[src/rtl/hazard_ctrl.sv]
`default_nettype none
// ============================================================================
// Module   : hazard_ctrl
// Brief    : Pipeline hazard unit covering load-use bubbles, MDU busy stalls,
//            branch redirects, operand forwarding select and a stall counter.
//            Forwarding is enabled by defining HAZARD_CTRL_FWD_EN.
// Revision : 1.0
// ============================================================================
module hazard_ctrl #(
    parameter int DATA_W   = 32,
    parameter int REG_AW   = 5,
    parameter int LOAD_LAT = 1,
    parameter int MDU_LAT  = 4
) (
    input  logic              clk,
    input  logic              reset,
    input  logic [REG_AW-1:0] rs_id,
    input  logic [REG_AW-1:0] rt_id,
    input  logic              rs_used,
    input  logic              rt_used,
    input  logic [REG_AW-1:0] rd_exe,
    input  logic              exe_wen,
    input  logic              exe_load,
    input  logic [REG_AW-1:0] rd_mem,
    input  logic              mem_wen,
    input  logic              mdu_start,
    input  logic              br_taken,
    input  logic [DATA_W-1:0] br_target,
    output logic              pc_write,
    output logic              if_id_write,
    output logic              id_exe_write,
    output logic              if_id_flush,
    output logic              id_exe_flush,
    output logic              pc_src,
    output logic [DATA_W-1:0] pc_target,
    output logic [1:0]        fwd_a,
    output logic [1:0]        fwd_b,
    output logic              mdu_busy,
    output logic [31:0]       stall_count
);

    typedef enum logic [1:0] {
        ST_RUN      = 2'd0,
        ST_LD_STALL = 2'd1,
        ST_MDU_WAIT = 2'd2
    } state_t;

    // Counter preloads: the cycle spent in RUN already counts as the first stall cycle.
    localparam logic [3:0] c_MDU_CNT = 4'(MDU_LAT - 2);
    localparam logic [3:0] c_LD_CNT  = (LOAD_LAT > 1) ? 4'(LOAD_LAT - 2) : 4'd0;

    state_t      r_state;
    state_t      w_state_nxt;
    logic [3:0]  r_cnt;
    logic [3:0]  w_cnt_nxt;
    logic [31:0] r_stall_count;
    logic        w_luh;
    logic        w_raw;

    assign w_luh = exe_load & exe_wen & (rd_exe != '0) &
                   ((rs_used & (rs_id == rd_exe)) | (rt_used & (rt_id == rd_exe)));

`ifdef HAZARD_CTRL_FWD_EN
    assign w_raw = 1'b0;

    always_comb begin
        fwd_a = 2'b00;
        fwd_b = 2'b00;
        if (exe_wen & ~exe_load & (rd_exe != '0) & (rd_exe == rs_id))
            fwd_a = 2'b01;
        else if (mem_wen & (rd_mem != '0) & (rd_mem == rs_id))
            fwd_a = 2'b10;
        if (exe_wen & ~exe_load & (rd_exe != '0) & (rd_exe == rt_id))
            fwd_b = 2'b01;
        else if (mem_wen & (rd_mem != '0) & (rd_mem == rt_id))
            fwd_b = 2'b10;
    end
`else
    // No bypass paths: any in-flight writer of a used source holds ID until it retires.
    assign w_raw = (rs_used & ((exe_wen & (rd_exe != '0) & (rd_exe == rs_id)) |
                               (mem_wen & (rd_mem != '0) & (rd_mem == rs_id)))) |
                   (rt_used & ((exe_wen & (rd_exe != '0) & (rd_exe == rt_id)) |
                               (mem_wen & (rd_mem != '0) & (rd_mem == rt_id))));
    assign fwd_a = 2'b00;
    assign fwd_b = 2'b00;
`endif

    always_ff @(posedge clk or negedge reset) begin
        if (!reset) begin
            r_state       <= ST_RUN;
            r_cnt         <= 4'd0;
            r_stall_count <= 32'd0;
        end else begin
            r_state <= w_state_nxt;
            r_cnt   <= w_cnt_nxt;
            if (!pc_write && (r_stall_count != 32'hFFFF_FFFF))
                r_stall_count <= r_stall_count + 32'd1;
        end
    end

    always_comb begin
        w_state_nxt  = r_state;
        w_cnt_nxt    = r_cnt;
        pc_write     = 1'b1;
        if_id_write  = 1'b1;
        id_exe_write = 1'b1;
        if_id_flush  = 1'b0;
        id_exe_flush = 1'b0;
        pc_src       = 1'b0;
        pc_target    = '0;
        mdu_busy     = 1'b0;
        case (r_state)
            ST_RUN: begin
                if (mdu_start) begin
                    pc_write     = 1'b0;
                    if_id_write  = 1'b0;
                    id_exe_write = 1'b0;
                    mdu_busy     = 1'b1;
                    w_state_nxt  = ST_MDU_WAIT;
                    w_cnt_nxt    = c_MDU_CNT;
                end else if (w_luh || w_raw) begin
                    pc_write     = 1'b0;
                    if_id_write  = 1'b0;
                    id_exe_flush = 1'b1;
                    if (w_luh && (LOAD_LAT > 1)) begin
                        w_state_nxt = ST_LD_STALL;
                        w_cnt_nxt   = c_LD_CNT;
                    end
                end else if (br_taken) begin
                    pc_src      = 1'b1;
                    pc_target   = br_target;
                    if_id_flush = 1'b1;
                end
            end
            ST_LD_STALL: begin
                pc_write     = 1'b0;
                if_id_write  = 1'b0;
                id_exe_flush = 1'b1;
                if (r_cnt == 4'd0) w_state_nxt = ST_RUN;
                else               w_cnt_nxt   = r_cnt - 4'd1;
            end
            ST_MDU_WAIT: begin
                pc_write     = 1'b0;
                if_id_write  = 1'b0;
                id_exe_write = 1'b0;
                mdu_busy     = 1'b1;
                if (r_cnt == 4'd0) w_state_nxt = ST_RUN;
                else               w_cnt_nxt   = r_cnt - 4'd1;
            end
            default: begin
                w_state_nxt = ST_RUN;
                w_cnt_nxt   = 4'd0;
            end
        endcase
    end

    assign stall_count = r_stall_count;

endmodule
`default_nettype wire

[config.mk]
export PLATFORM = sky130hd
export DESIGN_NAME = hazard_ctrl
export DESIGN_NICKNAME = d
export VERILOG_FILES = /design/src/rtl/hazard_ctrl.sv
export SDC_FILE = /design/constraint.sdc
export NUM_CORES = 1
export LEC_CHECK = 0
export CAP_MARGIN = 40
export CORE_ASPECT_RATIO = 0.7
export CORE_UTILIZATION = 36
export CTS_CLUSTER_SIZE = 25
export DETAILED_ROUTE_END_ITERATION = 7
export PLACE_DENSITY = 0.85
export SYNTH_ARGS = -nofsm -noshare
export SYNTH_HDL_FRONTEND = slang
export SYNTH_SLANG_ARGS = --single-unit
[constraint.sdc]
create_clock -name clk -period 2.36 [get_ports clk]
set_input_delay 0.472 -clock clk [delete_from_list [all_inputs] [get_ports clk]]
set_output_delay 0.472 -clock clk [all_outputs]
set_load 0.02 [all_outputs]
==> results.md <==
* CP Capture Type: primary output
* Die Ht at 71.7 um
* Critical R2R Launch: stall_count[6]$_DFFE_PN0P_
* Num CTS Buffers at 5
* Initial core utilization at 38.7%
* DIE AREA at 0.00728 sq mm
* Period utilisation layout at 121%
* Avg Inst Size Synth at 9.57 sq um
* Largest net degree at the start of global routing at 38
* Worst path slowest cell: or4_1
* Yosys top cell area share at 37.1%
* Synth async-reset ratio at 100%
* EDFF count, synth at 0
* Via-to-Cell Ratio at 5.44
* Register area at 926 sq um
* Diode count at 0
* Die Wd at 102 um
* Yosys top cell by area: dfrtp_1
* Dominant synthesized flop cell: dfrtp_1
* Synth unique cells at 43
* Worst Setup Start Kind: primary input
* Seq/Total Area, Yosys at 37.1%
* FP Rows at 24
* Critical path peak fanout at 5
* Max incr delay on CP at 560 ps
* Critical path required time at 1890 ps
* Worst path arrival time at 2380 ps
* Ranking of synthesized cells by area: dfrtp_1 (37%), xor2_1 (9.1%), and3_1 (8.8%)
* Net switching power at 1.28 mW
* Initial DRC count at 185
* Multi-input gate area at 0.00173 sq mm
* Clock transition at path regs at 80 ps
* Final std cells w/o fill at 514
* Total Wirelength at 10500 um
* Max Cap Violations at 0
* IO buf count at 130
* FF-to-FF path depth at 6
* NumNets Final at 486
* Crit path top cell by count: buf_6
* Final GP Congestion at 0.947
* Sw frac at 39.0%
* Setup_tns at -20460 ps
* Final Hold Fails at 0
* DR vias at 2795
* Clk_skew at 4.36 ps
* Clk pwr share at 17.3%
* Min-delay worst type: flip-flop to flip-flop
* Clock Tree Root: clkbuf_8
* Syn Std Cell Area at 0.00250 sq mm
* Drt pass-1 iters at 4
* Final core occ at 72.4%
* Initial antenna violation count at 0
* Worst hold margin at 504 ps
* Highest metal used: met4
* DR WL/cell at 20.4 um
* Critical Path End: pc_target[24]
* Global-route wire length before repair at 15200 um
* H-tree levels at 2
* Outcome: finished, violations left
* CTS max path bufs at 2
* Gr ovfl total at 0
* Commonest cells post-synth: dfrtp_1 (37), and3_1 (35), xor2_1 (26), xnor2_1 (25), nand2_1 (19)
* Routed met3 length at 779 um
* Clk Latency, worst-skew pair at 300 ps
* Leakage at 2.02 nW
* Post-route ant nets at 0
* FMAX at 0.350 GHz
* Top Ports at 136
* Core Footprint at 0.00646 sq mm
* Slew Viols, Final at 0
* Worst R2R End: stall_count[30]$_DFFE_PN0P_
* # DRC at 0
* Vias in the first global route at 2817
* Worst setup margin at -494 ps
* Share of cells above drive strength 1 at 37.6%
* Failing checks: negative setup slack
* Mapped Cells at 261
* Worst-path cell chain: buf_6, or4_1, o21a_1, a221oi_4, buf_6, buf_6, buf_8, and3_4, buf_6
* Internal power at 2.01 mW
* Gate power share at 53.6%
* DRT met1 WL at 4310 um
* Hpwl dp at 6180 um
* FF-to-FF setup slack at -30 ps
* Metal2 WL at 5050 um
* Clock Sinks at 37
* Period minus WS final at 2850 ps
* Final setup vio count at 69
* Total power at 3.30 mW
* Seq pwr share at 29.1%
* RSZ-0062 raised after global routing: yes
* CTS tree: yes
* Most instantiated library cell after synthesis: dfrtp_1
* Worst IR drop on VDD at 721 uV
* CP Launch Point: rd_mem[1]
* PwrDens at 705 mW/mm^2
* Synthesized flop and latch total at 37
* Syn-to-layout area delta at 87.3%
* Placed cell count at 488
* WS Path Type: primary input to primary output
* GRT Overall Usage at 27.4%
* Fillers at 417
* Yosys warns at 0
layout by cell type (no fill, tap or decap), types with 4 or more instances in the layout:
cell type	netlist	routed
nand2_1	19	19
nand4_1	12	12
xnor2_1	25	21
xor2_1	26	26
buf_16	0	4
conb_1	1	4
clkdlybuf4s50_1	0	71
buf_6	4	42
and4_1	4	4
dfrtp_1	37	37
nor3_1	11	7
nor3_2	2	6
and3_2	0	5
xnor2_2	0	4
dlygate4sd2_1	0	13
nor2_1	9	9
buf_4	8	32
nand3_1	7	7
clkbuf_8	0	5
and3_4	0	27
nor4_2	1	6
power groups by stage:
stage	Combinational (mW)	Sequential [mW]	Clock [mW]
floorplan	0.638	1.09	0
global placement	1.39	0.952	0
detailed placement	1.43	0.961	0
CTS	1.76	0.954	0.565
global route	1.87	0.981	0.598
finish	1.77	0.960	0.570
registers in the layout (all words and copies together) (netlist names):
register	count
r_state	1
r_cnt	4
stall_count	32
layer usage:
layer	GRT usage (%)	vias to the layer above
li1	-	1239
met1	36.6	1369
met2	44.9	152
met3	4.88	35
met4	9.50	0
met5	0	-
metrics by stage:
stage          worst slack (ps)  area (sq um)
3_3_place_gp              -1080          4130
3_5_place_dp              -1100          4130
4_1_cts                    -469          4620
5_1_grt                    -548          4680
2_1_floorplan              -213          2650
6_report                   -494          4680
worst min-delay path by stage:
stage | cells after the start | to | slack (ps) | from
2_1_floorplan | 0 | r_cnt[0]$_DFFE_PN0P_ | 180 | reset
3_3_place_gp | 1 | stall_count[12]$_DFFE_PN0P_ | 490 | stall_count[12]$_DFFE_PN0P_
3_5_place_dp | 1 | stall_count[4]$_DFFE_PN0P_ | 490 | stall_count[4]$_DFFE_PN0P_
4_1_cts | 1 | stall_count[9]$_DFFE_PN0P_ | 500 | stall_count[9]$_DFFE_PN0P_
5_1_grt | 1 | stall_count[17]$_DFFE_PN0P_ | 520 | stall_count[17]$_DFFE_PN0P_
6_report | 1 | r_cnt[0]$_DFFE_PN0P_ | 500 | r_cnt[0]$_DFFE_PN0P_
worst max-delay path: cells and delay by family:
kind	cells	cell delay, ps
buffers and inverters	5	580
and+or+nand+nor	2	750
AOI/OAI and AO/OA	2	570
area by class of cell:
class	count	area share [%]
sequential	37	19.8
tap	91	2.43
inverter	3	0.241
clock inverter	3	0.990
timing repair buffer	173	38.1
clock buffer	5	1.47
multi-input combinational	202	36.9
cells by family after synthesis:
logic type	count (synthesis)	share of synthesized area, %
other	1	0.150
AO/OA/AOI/OAI	10	2.91
adder cells (fa/ha/maj)	3	1.50
multiplexers	3	1.30
buffers and inverters	25	6.36
AND/OR/NAND/NOR	131	32.8
flip-flops	37	37.1
XOR/XNOR	51	17.9
timing repair:
item / 4_1_cts / 5_1_grt
endpoints found under the setup margin: 71 / 67
pin swaps: 22 / 10
buffers inserted: 12 / 5
hold buffers: 0 / 0
gates cloned: 5 / 0
resized for setup: 285 / 28
Power figures use the tool's default switching activity.
==> RTL edit: new RTL, same flow settings <==
Build with the macro `HAZARD_CTRL_FWD_EN` defined.
--- a/src/rtl/hazard_ctrl.sv
+++ b/src/rtl/hazard_ctrl.sv
@@ -7,4 +7,6 @@
 // Revision : 1.0
 // ============================================================================
+`define HAZARD_CTRL_FWD_EN
+
 module hazard_ctrl #(
     parameter int DATA_W   = 32,
Behaviour: not the same (Yosys sat finds a counterexample within 4 cycles, from zero or initial values and one cycle with reset low).
==> RTL edit against the unedited design <==
  * The run still ends with negative setup slack left
  * Worst setup slack improved by 0.22 ns
  * Design area decreased by 4.4%
  * Clock power about the same
  * Wire length decreased by 19%
  * Power decreased by 18%
  * Synthesized area decreased by 3.0%
  * Sequential cell count unchanged
  * Sequential share of layout area increased by 0.90 points
  * Critical endpoint is now pc_target[16]
  * Largest power group unchanged
  * Highest routed layer unchanged
==> RTL edit: results (changes against the unedited design) <==
metric,value,unit,change
RD Place Congestion,0.897,,-5.3%
run status,"complete, but fails checks",,
post-DR vias/cell,4.90,,-9.9%
vias in the first global route,2593,,-8.0%
M1 wire length,3670,um,-15%
Layout Nets,487,,+0.21%
Detail Route met2 WL,4030,um,-20%
"Seq/Total Area, Yosys",38.2,%,+1.1 points
GRT Util Overall,24.1,%,-3.3 points
routing usage on met3,5.53,%,+0.66 points
Hold WC Path Type,input port to async pin,,
internal power,1720,uW,-14%
r2r startpoint,stall_count[0]$_DFFE_PN0P_,,
endpoints failing setup,40,,-42%
r2r worst-path depth,8,,+2
first-pass GRT wire length,13300,um,-12%
I/O Buffers,135,,+3.8%
max incr delay on CP,0.38,ns,-0.18 ns
"top cells by area, synth","dfrtp_1 (38%), xor2_1 (11%), and2_1 (9.0%), xnor2_1 (7.6%), nor3_2 (3.7%)",,
failing checks,negative setup slack,,
worst path setup slack after routing,-0.270,ns,+0.224 ns
pre-CTS setup slack,-1.10,ns,-0.000660 ns
GR Layer Usage met2,41.5,%,-3.4 points
"Cell Area, Placed",0.00411,mm^2,-0.36%
met3 wire length,559,um,-28%
area of the multi-input gates,0.00163,mm^2,-5.9%
fill cell count,482,,+16%
top post-synthesis cells by count,"dfrtp_1 (37), and2_1 (35), xor2_1 (30)",,
synth unique cells,42,,-2.3%
CP max-delay cell,a211o_4,,
Post-Place Cells,496,,+1.6%
Worst EP arrival,2.16,ns,-0.22 ns
==> RTL edit: cell types whose count changed in the layout (fill, tap and decap cells not counted), sizes merged, moves of 5 or more <==
cell           change
and2              +31
and3              -22
clkdlybuf4s15      +5
dlygate4sd2        -7
nor4               -5
==> RTL edit: worst register-to-register path, cell delays in order (launching register included) <==
cell and delay (ns):
dfrtp_1 0.46, ha_1 0.28, nand2_1 0.11, nor4_4 0.28, nand4_4 0.19, nor2_4 0.19, a21o_2 0.29, nor3_2 0.10
xor2_1 0.15
==> RTL edit: area by class of cell <==
cell class	instances	share of cell area (%)
repair buffers	172	37.2
multi-input cells	200	36.3
flip-flops and latches	37	20.7
well taps	91	2.55
clock buffers	7	1.93
clock inverters	1	0.671
inverters	7	0.615
==> RTL edit: worst max path at each step <==
stage / slack [ns] / from / depth (start not counted) / end
after floorplan: -0.02 / rd_exe[0] / 6 / pc_target[14]
after detailed placement: -1.10 / rd_exe[1] / 7 / pc_target[28]
after global routing: -0.31 / rd_exe[0] / 10 / pc_target[16]
final: -0.27 / rd_exe[0] / 10 / pc_target[16]
after CTS: -0.21 / rd_exe[2] / 10 / pc_target[16]
after global placement: -1.0 / rd_exe[0] / 9 / pc_target[23]
==> RTL edit: cell families (layout without fill, tap and decap cells) <==
group                      after synthesis  in the layout  share of synthesized area (%)
AOI/OAI and AO/OA                       12             12                           3.67
xor gates and xnor gates                51             51                           18.4
adders and majority gates                3              3                           1.55
buffers and inverters                   16            187                           3.77
DFF                                     37             37                           38.2
muxes                                    3              3                           1.29
and+or+nand+nor                        128            131                           33.1
==> RTL edit: power by group through the flow <==
stage	registers [uW]	logic [uW]	clock network, uW
3_5_place_dp	944	1130	0
2_1_floorplan	1030	508	0
3_3_place_gp	939	1080	0
6_report	939	1190	569
4_1_cts	936	1170	576
5_1_grt	958	1290	608
